--- config.mk ---
export PLATFORM = sky130hd
export DESIGN_NAME = imm_ext_arbiter
export DESIGN_NICKNAME = d
export VERILOG_FILES = /design/src/rtl/imm_ext_arbiter.sv
export SDC_FILE = /design/constraint.sdc
export NUM_CORES = 1
export LEC_CHECK = 0
export ABC_AREA = 1
export BUFFER_PORTS_ARGS = -buffer_cell sky130_fd_sc_hd__buf_2
export CELL_PAD_IN_SITES_DETAIL_PLACEMENT = 1
export CELL_PAD_IN_SITES_GLOBAL_PLACEMENT = 1
export CORE_MARGIN = 2
export CORE_UTILIZATION = 35
export DETAILED_ROUTE_END_ITERATION = 10
export HOLD_SLACK_MARGIN = 0.03
export PLACE_DENSITY = 0.93
export SLEW_MARGIN = 20
export SYNTH_ARGS = -nofsm -noshare
export SYNTH_HDL_FRONTEND = slang
export SYNTH_SLANG_ARGS = --single-unit
--- constraint.sdc ---
create_clock -name clk -period 2.9 [get_ports clk]
set_input_delay 0.435 -clock clk [delete_from_list [all_inputs] [get_ports clk]]
set_output_delay 0.435 -clock clk [all_outputs]
set_load 0.02 [all_outputs]
--- src/rtl/imm_ext_arbiter.sv ---
// Two-port round-robin arbiter feeding a single-entry immediate-extension output stage.
// Build option: define IMM_EXT_ARB_FIXED_PRIO_EN for fixed priority (port 0 wins).
module imm_ext_arbiter (
    input  logic        clk,
    input  logic        rst_n,
    input  logic        req0_valid,
    input  logic [31:0] req0_instr,
    output logic        req0_ready,
    input  logic        req1_valid,
    input  logic [31:0] req1_instr,
    output logic        req1_ready,
    output logic        out_valid,
    input  logic        out_ready,
    output logic [31:0] out_data,
    output logic        out_src,
    output logic [1:0]  out_mode
);

    // Handshake: a transfer happens on a rising edge where valid & ready are both high.
    // Requesters hold valid and the word stable until accepted; ready never feeds valid.
    typedef enum logic {
        ST_EMPTY = 1'b0,
        ST_FULL  = 1'b1
    } state_t;

    localparam logic [1:0] MODE_SIGN   = 2'd0;
    localparam logic [1:0] MODE_ZERO   = 2'd1;
    localparam logic [1:0] MODE_UPPER  = 2'd2;
    localparam logic [1:0] MODE_BRANCH = 2'd3;

    state_t      r_state;
    logic [31:0] r_data;
    logic        r_src;
    logic [1:0]  r_mode;
`ifndef IMM_EXT_ARB_FIXED_PRIO_EN
    logic        r_last_grant;
`endif

    logic        w_slot_free;
    logic        w_gnt0;
    logic        w_gnt1;
    logic        w_acc0;
    logic        w_acc1;
    logic        w_accept;
    logic [5:0]  w_sel_op;
    logic [15:0] w_sel_imm;
    logic [31:0] w_ext_data;
    logic [1:0]  w_ext_mode;
    logic        w_unused;

    // Middle instruction bits do not take part in immediate extension.
    assign w_unused = ^{req0_instr[25:16], req1_instr[25:16]};

    assign w_slot_free = (r_state == ST_EMPTY) | out_ready;

`ifdef IMM_EXT_ARB_FIXED_PRIO_EN
    assign w_gnt0 = req0_valid;
    assign w_gnt1 = req1_valid & ~req0_valid;
`else
    // On contention the port that did not win last time is served.
    assign w_gnt0 = req0_valid & (~req1_valid | r_last_grant);
    assign w_gnt1 = req1_valid & (~req0_valid | ~r_last_grant);
`endif

    assign req0_ready = w_slot_free & w_gnt0;
    assign req1_ready = w_slot_free & w_gnt1;

    assign w_acc0   = req0_valid & req0_ready;
    assign w_acc1   = req1_valid & req1_ready;
    assign w_accept = w_acc0 | w_acc1;

    assign w_sel_op  = w_acc1 ? req1_instr[31:26] : req0_instr[31:26];
    assign w_sel_imm = w_acc1 ? req1_instr[15:0]  : req0_instr[15:0];

    always_comb begin
        w_ext_mode = MODE_SIGN;
        w_ext_data = {{16{w_sel_imm[15]}}, w_sel_imm};
        case (w_sel_op)
            6'h0C, 6'h0D, 6'h0E: begin
                w_ext_mode = MODE_ZERO;
                w_ext_data = {16'h0000, w_sel_imm};
            end
            6'h0F: begin
                w_ext_mode = MODE_UPPER;
                w_ext_data = {w_sel_imm, 16'h0000};
            end
            6'h04, 6'h05: begin
                w_ext_mode = MODE_BRANCH;
                w_ext_data = {{14{w_sel_imm[15]}}, w_sel_imm, 2'b00};
            end
            default: begin
                w_ext_mode = MODE_SIGN;
                w_ext_data = {{16{w_sel_imm[15]}}, w_sel_imm};
            end
        endcase
    end

    always_ff @(posedge clk or negedge rst_n) begin
        if (!rst_n) begin
            r_state <= ST_EMPTY;
            r_data  <= 32'h0000_0000;
            r_src   <= 1'b0;
            r_mode  <= MODE_SIGN;
        end else begin
            case (r_state)
                ST_EMPTY: begin
                    if (w_accept) begin
                        r_state <= ST_FULL;
                        r_data  <= w_ext_data;
                        r_src   <= w_acc1;
                        r_mode  <= w_ext_mode;
                    end
                end
                ST_FULL: begin
                    // Accept can only happen here when out_ready is high: back-to-back reload.
                    if (w_accept) begin
                        r_state <= ST_FULL;
                        r_data  <= w_ext_data;
                        r_src   <= w_acc1;
                        r_mode  <= w_ext_mode;
                    end else if (out_ready) begin
                        r_state <= ST_EMPTY;
                    end
                end
                default: r_state <= ST_EMPTY;
            endcase
        end
    end

`ifndef IMM_EXT_ARB_FIXED_PRIO_EN
    // Reset to 1 so that port 0 wins the first contention.
    always_ff @(posedge clk or negedge rst_n) begin
        if (!rst_n) begin
            r_last_grant <= 1'b1;
        end else if (w_accept) begin
            r_last_grant <= w_acc1;
        end
    end
`endif

    assign out_valid = (r_state == ST_FULL);
    assign out_data  = r_data;
    assign out_src   = r_src;
    assign out_mode  = r_mode;

endmodule

==> results_dict.tcl <==
set metrics [dict create \
    post-route-period-util_pct 84.1 \
    hold_viol 0 \
    final_cells 459 \
    r2r_slack_ns 0.46 \
    syn_nets 373 \
    grt_pass1_vias 2555 \
    mostFrequentLayoutCells "nand2_1 (118), buf_2 (86), nand3_1 (39), dfrtp_1 (36), nand4_1 (27)" \
    clock_path_buffers 2 \
    fmax_mhz 410 \
    swShare_pct 43.9 \
    synth_seq_cells 37 \
    dp_hpwl_mm 5.54 \
    grt_pass1_wl_mm 12.3 \
    cp_num_buf_inv 0 \
    drtIter0Drc 94 \
    maxCapViolations 0 \
    start_util_pct 36.1 \
    ant_nets 0 \
    drive_gt1_share_pct 31.7 \
    cpMaxStageDelayCell "dfstp_2" \
    routedWlPerCell_um 16.4 \
    grt_max_degree 38 \
    crit_fanout 17 \
    route.detailed.drc 0 \
    path_delay_family "simple AND/OR/NAND/NOR gates" \
    synth_edf_count 0 \
    final_nets 450 \
    path_clk_slew_ns 0.08 \
    leakagePower_nw 1.52 \
    combPwrFrac_pct 46.3 \
    synth_ff_type "dfrtp_1" \
    cp.required_ns 3.10 \
    n_antenna_cell 0 \
    syn_area_sq_um 2290 \
    htree_num_levels 2 \
    vias 2497 \
    avgSynthCellArea_sq_um 7.55 \
    numCtsBuffers 5 \
    layout_commonest_cell "nand2_1" \
    placed_cells 451 \
    cts_root_buf "clkbuf_8" \
    ys_seq_area_share_pct 40.4 \
    fin_setup_tns_ns 0 \
    die_area_sq_um 7220 \
    pwr-share-clk_pct 16.6 \
    status "complete, no violations" \
    ios 107 \
    tightest_slew_ns 0.819 \
    core-area_sq_um 6350 \
    antenna_found_initial 0 \
    grt_overflow 0 \
    die_h_um 85.0 \
    path_cells "nand2_4 > nand3_2 > nand2_1 > nand2_1 > nand2_2 > nor2_2 > nor2_2 > o21ai_0" \
    post_cts_buffers 0 \
    critPathMaxStageDelay_ns 0.56 \
    setup_viol 0 \
    drv_slew 0 \
    io_buffers 86 \
    start_kind "flop" \
    endpoint_kind "flop" \
    critPathKind "flop to flop" \
    firstDrtPassIters 4 \
    hold_class "input pin to async pin" \
    cts_sinks 37 \
    powerDensity_nw_per_um2 752 \
    min_period_ns 2.44 \
    grt_setup_unrepaired "no" \
    skew_ns 0.00936 \
    rows 29 \
    area_delta_synth_final_pct 22.8 \
    cp.arrival_ns 2.64 \
    seqPwrFrac_pct 37.1 \
    globalplace.congestion 0.757 \
    cts_tree "yes" \
    max-slew-margin-rel_pct 45.4 \
    synth_cell_type_count 32 \
    ir_drop_uv 306 \
    p_int_mw 1.19 \
    viasPerCell 5.44 \
    fp.dieW_um 85.0 \
    p_switching_mw 0.931 \
    cts_resized 0 \
    synth-warning-count 0 \
    async_flop_share_pct 100 \
    holdBufCountCts 0 \
    grtUsageTotal_pct 21.1 \
    finalWirelength_mm 7.51 \
    clock_latency_ns 0.29 \
    synthCells 304 \
]
## final timing paths
kind	end	depth (start not counted)	startpoint
worst max register to register	out_mode[1]	8	r_last_grant
max in group asynchronous	out_data[6]	1	rst_n
worst min-delay path	out_data[0]	1	rst_n
min in group clk	out_src	2	out_src
worst max-delay path	out_mode[1]	8	r_last_grant
worst min register to register	out_src	2	out_src
## per-stage QoR
step | util (%) | instance area [sq um] | total power, mW | hold slack [ns] | setup WS [ns]
global route | 44.4 | 2820 | 2.25 | 0.300 | 0.255
detailed placement | 43.1 | 2740 | 1.78 | 0.461 | 0.392
finish | 44.4 | 2820 | 2.12 | 0.236 | 0.462
global placement | 43.1 | 2740 | 1.74 | 0.454 | 0.487
floorplan | - | 2290 | 1.43 | 0.139 | 1.24
CTS | 44.4 | 2820 | 2.13 | 0.273 | 0.491
## worst reg2reg max path, stage by stage, from the launching register on
cell	delay, ns
dfstp_2	0.56
nand2_4	0.14
nand3_2	0.28
nand2_1	0.10
nand2_1	0.37
nand2_2	0.29
nor2_2	0.30
nor2_2	0.11
o21ai_0	0.19
## routing by layer
metal | share of wire (%) | up-vias | track usage (%)
met3 | 6.2 | 18 | 4.57
met1 | 42 | 1216 | 26.9
met5 | 0 | - | 0
li1 | - | 1173 | -
met4 | 2.0 | 0 | 4.91
met2 | 49 | 90 | 36.6
## layout make-up
type                    instances  area [sq um]
clock buffers                   6          72.6
clock inverters                 2          10.0
fillers                       825          3530
inverters                      13          48.8
multi-input cells             234          1200
flip-flops and latches         37           927
well taps                      77          96.3
repair buffers                 90           460
## power by group through the flow
stage | combinational [mW] | sequential [mW] | clock [mW]
floorplan | 0.442 | 0.993 | 0
global placement | 0.950 | 0.792 | 0
detailed placement | 0.987 | 0.790 | 0
CTS | 0.992 | 0.787 | 0.355
global route | 1.07 | 0.808 | 0.380
finish | 0.982 | 0.786 | 0.351
## sequential cells by signal (all words and copies together), names as in the netlist
register / count
out_data: 32
out_mode: 2
out_src: 1
out_valid: 1
r_last_grant: 1
## logic make-up after synthesis
| family | Yosys count | share of synthesized area (%) |
|---|---|---|
| and+or+nand+nor | 209 | 44.1 |
| DFF | 37 | 40.4 |
| buffers and inverters | 33 | 7.14 |
| AOI/OAI and AO/OA | 25 | 8.34 |
## cells in the mapped netlist (2+ instances only)
cell type    n  share of area (%)
a21oi_1      2               0.44
nor2_2       2               0.55
nand4_1     27                7.4
nor2_1       4               0.65
inv_2        4               0.65
dfrtp_1     36                 39
buf_4        4                1.3
a2bb2oi_1   13                5.0
nand2_2      3               0.82
buf_6        2               0.98
inv_1        9                1.5
buf_2        8                1.7
nand3_1     39                8.5
a21oi_2      2               0.76
o21ai_0      3               0.65
nand2_1    118                 19
or2_2        2               0.55
nand2_4      5                2.5
clkbuf_1     6               0.98
nor2_4       3                1.5
Power figures use the tool's default switching activity.
